### config.mk
export PLATFORM = sky130hd
export DESIGN_NAME = udp_rx_parser
export DESIGN_NICKNAME = d
export VERILOG_FILES = /design/src/rtl/eth_rx_pkg.sv /design/src/rtl/eth_crc32.sv /design/src/rtl/udp_rx_parser.sv
export SDC_FILE = /design/constraint.sdc
export NUM_CORES = 1
export LEC_CHECK = 0
export ABC_AREA = 1
export ABC_CLOCK_PERIOD_IN_PS = 2400
export CAP_MARGIN = 5
export CORE_MARGIN = 3
export CORE_UTILIZATION = 45
export CTS_BUF_LIST = sky130_fd_sc_hd__clkbuf_8
export CTS_CLUSTER_DIAMETER = 40
export DETAILED_ROUTE_END_ITERATION = 10
export HOLD_SLACK_MARGIN = 0.15
export MAX_ROUTING_LAYER = met4
export PLACE_DENSITY_LB_ADDON = 0.08
export REMOVE_ABC_BUFFERS = 1
export SETUP_SLACK_MARGIN = 0.2
export SYNTH_ARGS = -nofsm -noshare
export SYNTH_HDL_FRONTEND = slang
export SYNTH_HIERARCHICAL = 1
export SYNTH_SLANG_ARGS = --single-unit
### constraint.sdc
create_clock -name clk -period 2.4 [get_ports clk]
set_input_delay 0.48 -clock clk [delete_from_list [all_inputs] [get_ports clk]]
set_output_delay 0.48 -clock clk [all_outputs]
set_load 0.01 [all_outputs]
### src/rtl/eth_rx_pkg.sv
// Shared constants, header offsets and types for the Ethernet/IPv4/UDP receive path.
package eth_rx_pkg;

    localparam int unsigned CNT_W = 11;

    localparam logic [7:0]  PREAMBLE_BYTE  = 8'h55;
    localparam logic [7:0]  SFD_BYTE       = 8'hD5;
    localparam logic [15:0] ETHERTYPE_IPV4 = 16'h0800;
    localparam logic [7:0]  IP_VER_IHL     = 8'h45;
    localparam logic [7:0]  IP_PROTO_UDP   = 8'h11;
    localparam logic [15:0] UDP_HDR_LEN    = 16'd8;

    localparam logic [31:0] CRC_INIT    = 32'hFFFF_FFFF;
    localparam logic [31:0] CRC_POLY    = 32'hEDB8_8320;
    localparam logic [31:0] CRC_RESIDUE = 32'hDEBB_20E3;

    // Offsets counted from the first byte after the SFD
    localparam logic [CNT_W-1:0] OFF_MAC_LAST     = 11'd5;
    localparam logic [CNT_W-1:0] OFF_ETYPE_HI     = 11'd12;
    localparam logic [CNT_W-1:0] OFF_ETH_LAST     = 11'd13;
    localparam logic [CNT_W-1:0] OFF_IP_VER       = 11'd14;
    localparam logic [CNT_W-1:0] OFF_IP_PROTO     = 11'd23;
    localparam logic [CNT_W-1:0] OFF_IP_DST_FIRST = 11'd30;
    localparam logic [CNT_W-1:0] OFF_IP_LAST      = 11'd33;
    localparam logic [CNT_W-1:0] OFF_UDP_DPORT_HI = 11'd36;
    localparam logic [CNT_W-1:0] OFF_UDP_DPORT_LO = 11'd37;
    localparam logic [CNT_W-1:0] OFF_UDP_LEN_HI   = 11'd38;
    localparam logic [CNT_W-1:0] OFF_UDP_LEN_LO   = 11'd39;
    localparam logic [CNT_W-1:0] OFF_UDP_LAST     = 11'd41;

    typedef enum logic [2:0] {
        IDLE, PREAMBLE, ETH_HDR, IP_HDR, UDP_HDR, PAYLOAD, TRAIL, DROP
    } rx_state_e;

    typedef struct packed {
        logic [7:0] data;
        logic       sop;
        logic       eop;
    } pay_beat_t;

    // Byte idx (0 = MSB) of a 48-bit big-endian field
    function automatic logic [7:0] be_byte(input logic [47:0] v, input logic [2:0] idx);
        logic [5:0]  sh;
        logic [47:0] s;
        sh = {3'd0, 3'd5 - idx} << 3;
        s  = v >> sh;
        return s[7:0];
    endfunction

endpackage

### src/rtl/eth_crc32.sv
// Byte-wide reflected CRC-32 (0xEDB88320) with registered state; shared by rx and tx paths.
module eth_crc32
    import eth_rx_pkg::*;
(
    input  logic        clk,
    input  logic        rst,
    input  logic        init,
    input  logic        en,
    input  logic [7:0]  data,
    output logic [31:0] crc
);

    logic [31:0] crc_nxt;

    always_comb begin
        crc_nxt = crc ^ {24'd0, data};
        for (int i = 0; i < 8; i++) begin
            crc_nxt = crc_nxt[0] ? ((crc_nxt >> 1) ^ CRC_POLY) : (crc_nxt >> 1);
        end
    end

    always_ff @(posedge clk) begin
        if (rst) begin
            crc <= '0;
        end else if (init) begin
            crc <= CRC_INIT;
        end else if (en) begin
            crc <= crc_nxt;
        end
    end

endmodule

### src/rtl/udp_rx_parser.sv
// Ethernet/IPv4/UDP receive parser: strips preamble, filters headers, streams payload, checks FCS.
module udp_rx_parser
    import eth_rx_pkg::*;
#(
    parameter logic [47:0] LOCAL_MAC  = 48'h02_00_00_00_00_01,
    parameter logic [31:0] LOCAL_IP   = 32'hC0A8_010A,
    parameter logic [15:0] LOCAL_PORT = 16'd5000
) (
    input  logic        clk,
    input  logic        rst,
    input  logic [7:0]  rx_data,
    input  logic        rx_valid,
    input  logic        rx_er,
    output logic [7:0]  out_data,
    output logic        out_valid,
    output logic        out_sop,
    output logic        out_eop,
    output logic        pkt_done,
    output logic        pkt_good,
    output logic [15:0] drop_cnt
);

    rx_state_e        state, state_nxt;
    logic [CNT_W-1:0] byte_cnt;
    logic             mac_local_ok, mac_bcast_ok;
    logic             local_byte_ok, bcast_byte_ok;
    logic [2:0]       ip_idx;
    logic [15:0]      udp_len, pay_rem;
    logic             first_pay, er_seen;
    logic [2:0]       trail_cnt;
    logic             hdr_fail;
    logic             crc_init, crc_en, drop_inc;
    logic [31:0]      crc;
    pay_beat_t        beat_d;
    logic             out_valid_d, pkt_done_d, pkt_good_d;

    eth_crc32 u_crc (
        .clk  (clk),
        .rst  (rst),
        .init (crc_init),
        .en   (crc_en),
        .data (rx_data),
        .crc  (crc)
    );

    // Header field check for the byte at the current offset
    always_comb begin
        local_byte_ok = (rx_data == be_byte(LOCAL_MAC, byte_cnt[2:0]));
        bcast_byte_ok = (rx_data == 8'hFF);
        ip_idx        = 3'(byte_cnt - OFF_IP_DST_FIRST + 11'd2);
        hdr_fail      = 1'b0;
        if (byte_cnt <= OFF_MAC_LAST) begin
            hdr_fail = !(mac_local_ok && local_byte_ok) && !(mac_bcast_ok && bcast_byte_ok);
        end else if (byte_cnt >= OFF_IP_DST_FIRST && byte_cnt <= OFF_IP_LAST) begin
            hdr_fail = (rx_data != be_byte({16'd0, LOCAL_IP}, ip_idx));
        end else begin
            case (byte_cnt)
                OFF_ETYPE_HI:     hdr_fail = (rx_data != ETHERTYPE_IPV4[15:8]);
                OFF_ETH_LAST:     hdr_fail = (rx_data != ETHERTYPE_IPV4[7:0]);
                OFF_IP_VER:       hdr_fail = (rx_data != IP_VER_IHL);
                OFF_IP_PROTO:     hdr_fail = (rx_data != IP_PROTO_UDP);
                OFF_UDP_DPORT_HI: hdr_fail = (rx_data != LOCAL_PORT[15:8]);
                OFF_UDP_DPORT_LO: hdr_fail = (rx_data != LOCAL_PORT[7:0]);
                OFF_UDP_LEN_LO:   hdr_fail = ({udp_len[15:8], rx_data} < UDP_HDR_LEN);
                default:          hdr_fail = 1'b0;
            endcase
        end
    end

    always_ff @(posedge clk) begin
        if (rst) begin
            state <= IDLE;
        end else begin
            state <= state_nxt;
        end
    end

    always_comb begin
        state_nxt = state;
        drop_inc  = 1'b0;
        crc_init  = 1'b0;
        crc_en    = 1'b0;
        case (state)
            IDLE: begin
                if (rx_valid) begin
                    if (rx_data == PREAMBLE_BYTE) begin
                        state_nxt = PREAMBLE;
                    end else if (rx_data == SFD_BYTE) begin
                        state_nxt = ETH_HDR;
                        crc_init  = 1'b1;
                    end else begin
                        state_nxt = DROP;
                        drop_inc  = 1'b1;
                    end
                end
            end
            PREAMBLE: begin
                if (!rx_valid) begin
                    state_nxt = IDLE;
                    drop_inc  = 1'b1;
                end else if (rx_er) begin
                    state_nxt = DROP;
                    drop_inc  = 1'b1;
                end else if (rx_data == SFD_BYTE) begin
                    state_nxt = ETH_HDR;
                    crc_init  = 1'b1;
                end else if (rx_data != PREAMBLE_BYTE) begin
                    state_nxt = DROP;
                    drop_inc  = 1'b1;
                end
            end
            ETH_HDR, IP_HDR, UDP_HDR: begin
                if (!rx_valid) begin
                    state_nxt = IDLE;
                    drop_inc  = 1'b1;
                end else begin
                    crc_en = 1'b1;
                    if (rx_er || hdr_fail) begin
                        state_nxt = DROP;
                        drop_inc  = 1'b1;
                    end else if (byte_cnt == OFF_ETH_LAST) begin
                        state_nxt = IP_HDR;
                    end else if (byte_cnt == OFF_IP_LAST) begin
                        state_nxt = UDP_HDR;
                    end else if (byte_cnt == OFF_UDP_LAST) begin
                        state_nxt = (udp_len == UDP_HDR_LEN) ? TRAIL : PAYLOAD;
                    end
                end
            end
            PAYLOAD: begin
                if (!rx_valid) begin
                    state_nxt = IDLE;
                end else begin
                    crc_en = 1'b1;
                    if (pay_rem == 16'd1) state_nxt = TRAIL;
                end
            end
            TRAIL: begin
                if (!rx_valid) state_nxt = IDLE;
                else           crc_en    = 1'b1;
            end
            DROP: begin
                if (!rx_valid) state_nxt = IDLE;
            end
            default: state_nxt = IDLE;
        endcase
    end

    always_comb begin
        beat_d      = '0;
        out_valid_d = 1'b0;
        pkt_done_d  = 1'b0;
        pkt_good_d  = 1'b0;
        if (state == PAYLOAD && rx_valid) begin
            out_valid_d = 1'b1;
            beat_d.data = rx_data;
            beat_d.sop  = first_pay;
            beat_d.eop  = (pay_rem == 16'd1);
        end
        if ((state == PAYLOAD || state == TRAIL) && !rx_valid) begin
            pkt_done_d = 1'b1;
            pkt_good_d = (state == TRAIL) && (trail_cnt >= 3'd4) &&
                         (crc == CRC_RESIDUE) && !er_seen;
        end
    end

    // Per-frame bookkeeping: offset counter, MAC match flags, UDP length, payload/trail counts
    always_ff @(posedge clk) begin
        if (rst) begin
            byte_cnt     <= '0;
            mac_local_ok <= 1'b0;
            mac_bcast_ok <= 1'b0;
            udp_len      <= '0;
            pay_rem      <= '0;
            first_pay    <= 1'b0;
            er_seen      <= 1'b0;
            trail_cnt    <= '0;
        end else if (crc_init) begin
            byte_cnt     <= '0;
            mac_local_ok <= 1'b1;
            mac_bcast_ok <= 1'b1;
            first_pay    <= 1'b1;
            er_seen      <= 1'b0;
            trail_cnt    <= '0;
        end else if (rx_valid && (state inside {ETH_HDR, IP_HDR, UDP_HDR, PAYLOAD, TRAIL})) begin
            if (byte_cnt != '1) byte_cnt <= byte_cnt + 11'd1;
            if (byte_cnt <= OFF_MAC_LAST) begin
                mac_local_ok <= mac_local_ok && local_byte_ok;
                mac_bcast_ok <= mac_bcast_ok && bcast_byte_ok;
            end
            if (byte_cnt == OFF_UDP_LEN_HI) udp_len[15:8] <= rx_data;
            if (byte_cnt == OFF_UDP_LEN_LO) udp_len[7:0]  <= rx_data;
            if (byte_cnt == OFF_UDP_LAST)   pay_rem       <= udp_len - UDP_HDR_LEN;
            if (state == PAYLOAD) begin
                pay_rem   <= pay_rem - 16'd1;
                first_pay <= 1'b0;
            end
            if (state == TRAIL && trail_cnt != 3'd4) trail_cnt <= trail_cnt + 3'd1;
            if (rx_er) er_seen <= 1'b1;
        end
    end

    always_ff @(posedge clk) begin
        if (rst) begin
            out_data  <= '0;
            out_valid <= 1'b0;
            out_sop   <= 1'b0;
            out_eop   <= 1'b0;
            pkt_done  <= 1'b0;
            pkt_good  <= 1'b0;
            drop_cnt  <= '0;
        end else begin
            out_data  <= beat_d.data;
            out_valid <= out_valid_d;
            out_sop   <= beat_d.sop;
            out_eop   <= beat_d.eop;
            pkt_done  <= pkt_done_d;
            pkt_good  <= pkt_good_d;
            if (drop_inc) drop_cnt <= drop_cnt + 16'd1;
        end
    end

endmodule
After elaboration in Yosys (flattened, before gate mapping) --
Cells that the tools add are included.
Operators by class: add/sub/neg operators 9, order comparisons 5, equality and inequality tests 38, muxes and demuxes 61, reductions and logical operators 40, shifts and indexed selects 2, bitwise logic cells 12
Operators by type and width (count):
- $mux W32 | 10
- $not A13 Y14 | 8
- $eq A11 B6 Y1 const B | 6
- $mux W3 | 15
- $shr A42 B6 Y8 const A | 1
- $eq A11 B4 Y1 const B | 3
- $eq A32 B32 Y1 const B | 1
- $mux W16 | 2
- $shr A32 B6 Y8 const A | 1
- $xor A32 B8 Y32 | 1
- $mux W1 | 29
- $add A16 B1 Y16 const B | 1
- $eq A16 B1 Y1 const B | 1
- $eq A16 B4 Y1 const B | 1
- $eq A8 B8 Y1 const B | 2
- $lt A16 B4 Y1 const B | 1
- $ne A8 B5 Y1 const B | 2
- $ne A8 B7 Y1 const B | 2
- $sub A16 B1 Y16 const B | 1
- $sub A16 B4 Y16 const B | 1
- $pmux W3 S5 | 1
- $eq A3 B3 Y1 const B | 4
- $add A11 B1 Y11 const B | 1
- $eq A11 B5 Y1 const B | 1
- 38 further kinds | 71
Word-level totals: input port bits 12, output and inout bits 29, register bits 114

Logic depth before layout (Yosys ltp) --
Gate-level depths: netlist of run 1.
depth after elaboration 19, depth in mapped cells 20

Modules after synthesis --
The synthesis of run 1 kept the hierarchy.
Modules (own cells, without submodules):
- udp_rx_parser | instances 1, sequential area each 1641.6 um^2, cells each 768, area each 5046.1 um^2
- eth_crc32 | instances 1, sequential area each 640.6 um^2, cells each 381, area each 2358.5 um^2

Worst setup path after synthesis of run 1 --
Ideal clock, no wire load.
kind input to register, start point input rx_data[3], end point register u_crc.crc[15], cell stages on the path 11, setup time 0.064 ns, data arrival time 2.264 ns, slack 0.072 ns, path buffers 2, path through clkbuf_1 nor4_2 inv_1 nor3_2 inv_1 nor2_1 nor2_1 inv_1 clkbuf_1 o21ai_0 nor2_1
RTL lines:
- start, declared | RTL line udp_rx_parser.sv:11 | input logic [7:0] rx_data,
- $eq A8 B8 Y1 | RTL line udp_rx_parser.sv:88, udp_rx_parser.sv:104
- $mux W1 | RTL line udp_rx_parser.sv:88, udp_rx_parser.sv:104
- $mux W1 (on tied branches) | RTL line udp_rx_parser.sv:101, udp_rx_parser.sv:86
- $mux W1 (on tied branches) | RTL line udp_rx_parser.sv:98, udp_rx_parser.sv:85
- $pmux W1 S2 (*) | RTL line udp_rx_parser.sv:83 | case (state)
- named net crc_init | RTL line udp_rx_parser.sv:32 | logic crc_init, crc_en, drop_inc;
- $mux W32 or $reduce_bool A2 Y1 (tied branches)
- end signal, assigned | RTL line eth_crc32.sv:28 | crc <= crc_nxt;
- end, declared | RTL line eth_crc32.sv:10 | output logic [31:0] crc
The timed path passes the listed nets; every way through them passes the cells marked *. The select of a mux whose other input is x is not followed. A chain may end at the register's enable or synchronous reset.

Final worst setup path of run 1 --
start point register byte_cnt[4], end point register drop_cnt[8]
On the way: cells in the longest elaborated chain, start to end 8
RTL lines:
- start, declared | RTL line udp_rx_parser.sv:24 | logic [CNT_W-1:0] byte_cnt;
- start signal, assigned | RTL line udp_rx_parser.sv:186 | if (byte_cnt != '1) byte_cnt <= byte_cnt + 11'd1;
- $ge A11 B5 Y1 (tied with other cells) | RTL line udp_rx_parser.sv:54 | end else if (byte_cnt >= OFF_IP_DST_FIRST && byte_cnt <= OFF_IP_LAST) begin
- $logic_and A1 B1 Y1 or $pmux W1 S7 (tied branches) | RTL line udp_rx_parser.sv:54, udp_rx_parser.sv:57
- $mux W1 | RTL line udp_rx_parser.sv:54
- $mux W1 (*) | RTL line udp_rx_parser.sv:52 | if (byte_cnt <= OFF_MAC_LAST) begin
- $logic_or A1 B1 Y1 (*) | RTL line udp_rx_parser.sv:118 | if (rx_er || hdr_fail) begin
- $mux W1 (*) | RTL line udp_rx_parser.sv:118
- $mux W1 (*) | RTL line udp_rx_parser.sv:113 | if (!rx_valid) begin
- $pmux W1 S3 (*) | RTL line udp_rx_parser.sv:83
- end signal, assigned | RTL line udp_rx_parser.sv:219 | if (drop_inc) drop_cnt <= drop_cnt + 16'd1;
- end, declared | RTL line udp_rx_parser.sv:20 | output logic [15:0] drop_cnt
Mark *: on every way between the ends. The rest lies on a longest branch, timed or not.

==> metrics.yaml, run 1 <==
outcome:
  run_status: "finished clean"
timing:
  timing_max_transition_violations_final: 0
  tightestPinTransition_ps: 548.5
  setup_viol_count_final: 0
  finalWorstPathRequiredPeriod_ps: 2219
  grt_setup_unrepaired: "true"
  fin_worst_skew_ps: 11.37
  timing.fmax_ghz: 0.4506
  relSlewSlack_pct: 63.10
  period_utilisation_layout_pct: 92.48
  report.final.hold_viol_count: 0
setup_path:
  r2r_setup_slack_ps: 180
  critPathBufInv: 4
  timing.critical_path.from_type: "register"
  endpoint_kind: "register"
  critical_path.top_delay_family: "simple AND/OR/NAND/NOR gates"
  worst_path_largest_cell_delay_ps: 360
  worstPathMaxFanout: 8
  worstSetupPathType: "register to register"
  critical_path_cell_list: "inv_2 > nand2_2 > nor2_8 > nand2_4 > inv_2 > nand3_2 > nor2_2 > inv_2 > o21ai_2 > nand2_1 > nor2_1 > nor2_1 > nand2_2 > nand3_2 > nand2_4 > buf_8 > nand3_1 > a21oi_2"
  critical_path.slowest_cell: "dfxtp_2"
  regToRegEndpoint: "drop_cnt[8]"
  rr_worst_depth: 18
  crit_required_ps: 2790
  critical_path.most_common_cell: "inv_2"
  crit_start: "byte_cnt[4]"
  worst-endpoint-arrival_ps: 2610
  rr_startpoint: "byte_cnt[4]"
route:
  drt_pass1_iterations: 5
  vias_after_detailed_routing: 7784
  total_wire_length_um: 21870
  drt-initial-drc-count: 492
  drt-vias-per-instance: 5.084
  antenna_left: 0
  wl_per_cell_um: 14.29
  drc: 0
clock_tree:
  clockRootBuffer: "clkbuf_8"
  clk_path_buf_depth: 2
  clock-sinks: 114
  clkSlewWorstSetupHoldPaths_ps: 80
  cts-buffers-inserted: 17
  tritoncts_clock_tree: "built"
  clock_tree.htree_level_count: 4
  clock_latency_ps: 450
  cts_stage_hold_buffer_count: 0
synthesis:
  synth_adder_area_share_pct: 2.366
  number_of_synthesized_flops_with_an_enable_pin: 0
  post_synth_inst_count: 1149
  netlist_top_cells_area: "dfxtp_1, nand2_1, inv_1"
  post-synth-top-area-fraction_pct: 30.82
  avgSynthCellArea_um2: 6.444
  synth_most_common_cell: "nand2_1"
  synthesis.yosys.warnings: 6
  synth_xor_xnor_area_share_pct: 6.928
  netlist.top_cell.by_area: "dfxtp_1"
  most_instantiated_cells_after_synthesis: "nand2_1, inv_1, nor2_1"
  synth_top_family_by_area: "simple AND/OR/NAND/NOR gates"
  netlist-cell-type-count: 48
  synth_async_sr_flop_share_pct: 0
  synth_ff_type: "dfxtp_1"
  compound_gate_fraction_of_synth_area_pct: 14.85
  synth-seq-cells: 114
  post_synth_mux_area_share_pct: 0
  syn_area_mm2: 0.007405
  ys_seq_area_share_pct: 30.82
  synth_simple_gate_area_share_pct: 34.42
floorplanning:
  die-width_um: 134.3
  die-height_um: 134.3
  initial_core_utilization_pct: 46.28
  core_mm2: 0.01600
  fp-row-count: 46
  io_pins: 41
  die_area_mm2: 0.01803
finish:
  sequential_cell_area_mm2: 0.002290
  total_area_of_multi_input_combinational_cells_mm2: 0.004592
  final_area_mm2: 0.009608
  final_core_util_pct: 60.05
  layout-area-overhead-vs-synth_pct: 29.76
  final_net_count: 1328
  fillers: 1581
  post_route_cells_drive_above_1_share_pct: 20.15
  antenna_cells_inserted: 0
global_routing:
  grt_overflow: 0
  global_route.usage.met2_pct: 40.78
  vias_in_the_first_global_route: 7184
  busiest_layer: "met2"
  grt_pass1_wl_um: 35560
  globalRouteMet1Util_pct: 32.85
  initial_antenna_violation_count: 0
  grt_start_max_net_pins: 27
  grt_usage_pct: 25.23
  grt_use_met3_pct: 3.413
place:
  placedInstanceArea_mm2: 0.008751
  detailedPlacementHpwl_um: 16070
  gpl_congestion: 0.9175
  count_of_input_and_output_buffers: 40
worst_hold_path:
  holdCritPathClass: "register to register"
  worst_hold_path.endpoint: "out_sop"
  worstHoldPathCells: 2
  worstHoldStart: "first_pay"
power_and_ir_drop:
  leakagePower_uw: 0.004379
  peakVddDrop_mv: 0.5403
  power_per_cell_area_mw_per_mm2: 919.5
flow_run:
  cap_violations: 0
==> worst register-to-register path, cell delays in order (launching register included) <==
cell     delay (ps)
dfxtp_2         360
inv_2            90
nand2_2          90
nor2_8          190
nand2_4          80
inv_2            50
nand3_2         120
nor2_2          120
inv_2            60
o21ai_2          80
nand2_1          80
nor2_1           90
nor2_1           50
nand2_2          90
nand3_2          90
nand2_4         150
buf_8           160
nand3_1          90
a21oi_2         120
==> where the power goes <==
part	leakage [uW]	internal, uW	switching [uW]
clock	0.000206	955	962
combinational	0.00325	1790	2640
sequential	0.000928	2180	313
total	0.00438	4920	3910
==> stage by stage <==
step | total power (uW) | hold WS, ps | instances | TNS, ps | setup WS (ps)
finish | 8834 | 457.5 | 1531 | 0 | 180.6
global route | 9473 | 468.8 | 1531 | 0 | 47.28
CTS | 8587 | 436.9 | 1517 | 0 | 198.9
detailed placement | 6471 | 459.6 | 1479 | -14070 | -303.3
global placement | 6450 | 450.3 | 1479 | -12030 | -278.5
floorplan | 5009 | 408.7 | 1125 | -699.8 | -112.9
==> kinds of logic (layout without fill, tap and decap cells) <==
logic type      after synthesis  after routing
simple gates                565            566
xor+xnor                     56             56
compound gates              198            198
fa+ha+maj                    14             14
buf+inv                     202            367
flops                       114            114
==> flip-flops by register name (all words and copies together) (netlist names), 3 cells and up <==
| register | flops |
|---|---|
| state | 3 |
| out_data | 8 |
| byte_cnt | 11 |
| pay_rem | 16 |
| u_crc/crc | 32 |
| drop_cnt | 16 |
| udp_len | 16 |
| trail_cnt | 3 |
==> worst max path at each step <==
stage                        end  cells after the start
floorplan             pay_rem[2]                      8
global placement     drop_cnt[4]                     13
detailed placement   drop_cnt[5]                     12
CTS                 drop_cnt[15]                     17
global route        drop_cnt[11]                     16
finish               drop_cnt[8]                     18
==> layout by cell type (no fill, tap or decap), types with 3 or more instances in the layout <==
master,instances
inv_2,21
clkinv_4,4
o21ai_1,4
xnor2_2,3
a21oi_2,7
inv_4,3
nor2_4,5
nand3_1,70
inv_1,153
nand2_2,22
dfxtp_1,110
ha_1,8
buf_12,7
a21oi_1,82
dfxtp_2,3
nand2_4,6
ha_4,4
xnor2_1,11
inv_6,5
nand4_1,24
o211ai_1,11
a211oi_1,6
nand2_1,249
nor4_1,7
clkdlybuf4s50_1,39
o221ai_1,7
buf_4,108
nor3_1,17
nand3_2,13
o21ai_0,65
a31oi_1,6
nand3_4,3
xor2_1,42
nor2_1,123
nor2_2,9
nor3_2,3
clkbuf_8,17
==> metal layers <==
layer	up-vias	routed length, um
met3	29	843
li1	4042	-
met5	-	0
met4	0	337
met1	3563	10380
met2	150	10310
==> repair_timing <==
action,in CTS,in global routing
buffers inserted,5,14
resized for setup,25,48
endpoints found under the hold margin,0,0
pin swaps,7,23
setup endpoints to repair,21,72
cloned,1,0
==> cell type report <==
cell class                      instances  share of cell area (%)
Clock inverter                         15                   1.810
Clock buffer                           17                   2.435
Timing Repair Buffer                  157                   14.29
Inverter                              178                   7.032
Tap cell                              216                   2.813
Sequential cell                       114                   23.83
Multi-Input combinational cell        834                   47.79
No activity file was read; power rests on OpenSTA's default activity.
==> run 2, diff against run 1 <==
CORE_ASPECT_RATIO = 0.5   (was default)
==> run 2 against run 1 <==
Maximum frequency fell by 3.4%. Critical endpoint is now drop_cnt[6]. Highest routed layer unchanged. Cell count rose by 1.4%. First-iteration DRC count rose by 14%. Sequential cell count did not move. Register-to-register slack got worse by 80 ps. Largest cell class unchanged.
==> metrics.yaml, run 2 (synthesis results as in run 1) <==
outcome:
  run_status: "finished clean"
route:
  drc: 0  # unchanged
  drt-vias-per-instance: 5.207  # +2.4%
  wl_per_cell_um: 14.73  # +3.1%
  antenna_left: 0  # unchanged
  vias_after_detailed_routing: 8082  # +3.8%
  total_wire_length_um: 22870  # +4.5%
  drt_pass1_iterations: 5  # unchanged
  drt-initial-drc-count: 562  # +14%
setup_path:
  worst-endpoint-arrival_ps: 2690  # +80 ps
  rr_worst_depth: 18  # unchanged
  worstSetupPathType: "register to register"
  crit_start: "byte_cnt[1]"
  worstPathMaxFanout: 6  # -2
  endpoint_kind: "register"
  crit_required_ps: 2790  # about the same
  r2r_setup_slack_ps: 100  # -80 ps
  rr_startpoint: "byte_cnt[1]"
  timing.critical_path.from_type: "register"
timing:
  relSlewSlack_pct: 27.22  # -36 points
  report.final.hold_viol_count: 0  # unchanged
  fin_setup_tns_ps: 0  # unchanged
  fin_worst_skew_ps: 12.37  # +0.9946 ps
  timing.fmax_ghz: 0.4354  # -3.4%
  grt_setup_unrepaired: "true"
  tightestPinTransition_ps: 1091  # +542.1 ps
  finalWorstPathRequiredPeriod_ps: 2297  # +77.16 ps
  period_utilisation_layout_pct: 95.69  # +3.2 points
  setup_viol_count_final: 0  # unchanged
  timing_max_transition_violations_final: 0  # unchanged
  postLayoutSetupSlackWorst_ps: 103.4  # -77.16 ps
clock_tree:
  clock_tree.htree_level_count: 4  # unchanged
  clkSlewWorstSetupHoldPaths_ps: 80  # about the same
  cts_stage_hold_buffer_count: 0  # unchanged
  tritoncts_clock_tree: "built"
  clock-sinks: 114  # unchanged
  clock_latency_ps: 450  # about the same
  cts-buffers-inserted: 17  # unchanged
  clk_path_buf_depth: 2  # unchanged
  clockRootBuffer: "clkbuf_8"
place:
  count_of_input_and_output_buffers: 40  # unchanged
  post-place-ws_ps: -315.6  # -12.31 ps
  placedInstanceArea_mm2: 0.008807  # +0.64%
  detailedPlacementHpwl_um: 16830  # +4.7%
  gpl_congestion: 0.9527  # +3.8%
power_and_ir_drop:
  peakVddDrop_mv: 0.5722  # +5.9%
  leakagePower_uw: 0.004473  # +2.1%
  sequentialPowerShare_pct: 27.1  # -1.1 points
  sw_frac_of_total_pct: 43.15  # -1.1 points
  power.net_switching_uw: 3950  # +0.96%
  power_frac_comb_pct: 51.6  # +1.5 points
  report.power.total_uw: 9154  # +3.6%
  power_per_cell_area_mw_per_mm2: 936.8  # +1.9%
  internal_power_uw: 5204  # +5.7%
  clock_power_share_pct: 21.2  # -0.5 points
floorplanning:
  die-width_um: 187.4  # +40%
  initial_core_utilization_pct: 47.06  # +0.78 points
  fp-row-count: 32  # -30%
  io_pins: 41  # unchanged
  die_area_mm2: 0.01812  # +0.52%
  core_mm2: 0.01574  # -1.7%
  die-height_um: 96.71  # -28%
finish:
  largest_reg_flops: 32  # unchanged
  final_cell_mix: "nand2_1, inv_1, nor2_1, buf_4, dfxtp_1"
  largest-register: "u_crc/crc"
  layout-area-overhead-vs-synth_pct: 31.97
  layout.cells.most_common: "nand2_1"
  fillers: 1490  # -5.8%
  post_route_cells_drive_above_1_share_pct: 21.11  # +0.96 points
  antenna_cells_inserted: 0  # unchanged
  final_net_count: 1344  # +1.2%
  final_area_mm2: 0.009772  # +1.7%
global_routing:
  grt_overflow: 0  # unchanged
  vias_in_the_first_global_route: 7623  # +6.1%
  grt_usage_pct: 25.74  # +0.52 points
  grt_pass1_wl_um: 37310  # +4.9%
  initial_antenna_violation_count: 0  # unchanged
  grt_start_max_net_pins: 33  # +22%
worst_hold_path:
  holdCritPathClass: "register to register"
  worstHoldPathCells: 2  # unchanged
  worstHoldStart: "first_pay"
flow_run:
  cap_violations: 0  # unchanged
-- run 2: cell count changes in the layout (fill, tap and decap cells not counted), sizes merged --
cell,previous run,this run
dlymetal6s2s,0,1
inv,184,179
clkinvlp,1,4
clkdlybuf4s50,39,37
bufinv,2,3
clkbuf,17,19
dlygate4sd2,0,1
nand2,278,280
clkinv,6,5
buf,118,132
-- run 2: metal layers --
metal	part of all wire [%]	vias to the layer above	wire length (um)	track usage (%)
met5	0	-	0	-
met4	1.9	0	433	7.949
met3	5.0	43	1144	4.815
met2	45	234	10370	41.21
met1	48	3736	10920	33.22
li1	-	4069	-	-
-- run 2: what timing repair did --
item / in CTS / in global routing
buffers inserted: 15 / 8
pin swaps: 10 / 24
setup endpoints to repair: 21 / 70
cloned: 3 / 0
resized for setup: 40 / 45
-- run 2: power groups by stage --
stage                     Combinational (uW)  Clock, uW  Sequential [uW]
final                                   4730       1940             2480
after global routing                    5210       2070             2520
after CTS                               4510       1980             2470
after detailed placement                4040          0             2500
after global placement                  3980          0             2500
after floorplan                         2580          0             2430
-- run 2: final timing paths --
check | end
max | drop_cnt[6]
min | out_sop
max reg2reg | drop_cnt[6]
min reg2reg | out_sop
-- run 2: final cells by class --
class / instances / area [um^2] / area share, %
well taps: 221 / 276.5 / 2.830
inverters: 178 / 683.2 / 6.991
repair buffers: 171 / 1454 / 14.88
flip-flops and latches: 114 / 2300 / 23.53
clock inverters: 13 / 162.7 / 1.665
clock buffers: 19 / 261.5 / 2.676
multi-input cells: 836 / 4634 / 47.43
-- run 2: worst max-delay path, stage by stage (launching register included) --
cell	delay [ps]
dfxtp_4	390
inv_8	50
ha_4	220
inv_4	80
buf_4	110
nand2_1	60
xor2_1	140
nor2_1	100
nand4_1	130
nor2_2	150
nor2_1	60
nand2_2	90
nand3_2	90
nand2_4	90
buf_12	150
nand2_8	80
nand3_2	70
nand2_1	50
nor2_1	130
-- run 2: stage by stage --
step | hold WS [ps] | cells | utilization (%)
after global routing | 444.9 | 1552 | 62.10
after global placement | 421.5 | 1494 | 55.97
final | 440.1 | 1552 | 62.10
after detailed placement | 423.7 | 1494 | 55.97
after floorplan | 408.7 | 1125 | -
after CTS | 436.4 | 1544 | 60.71
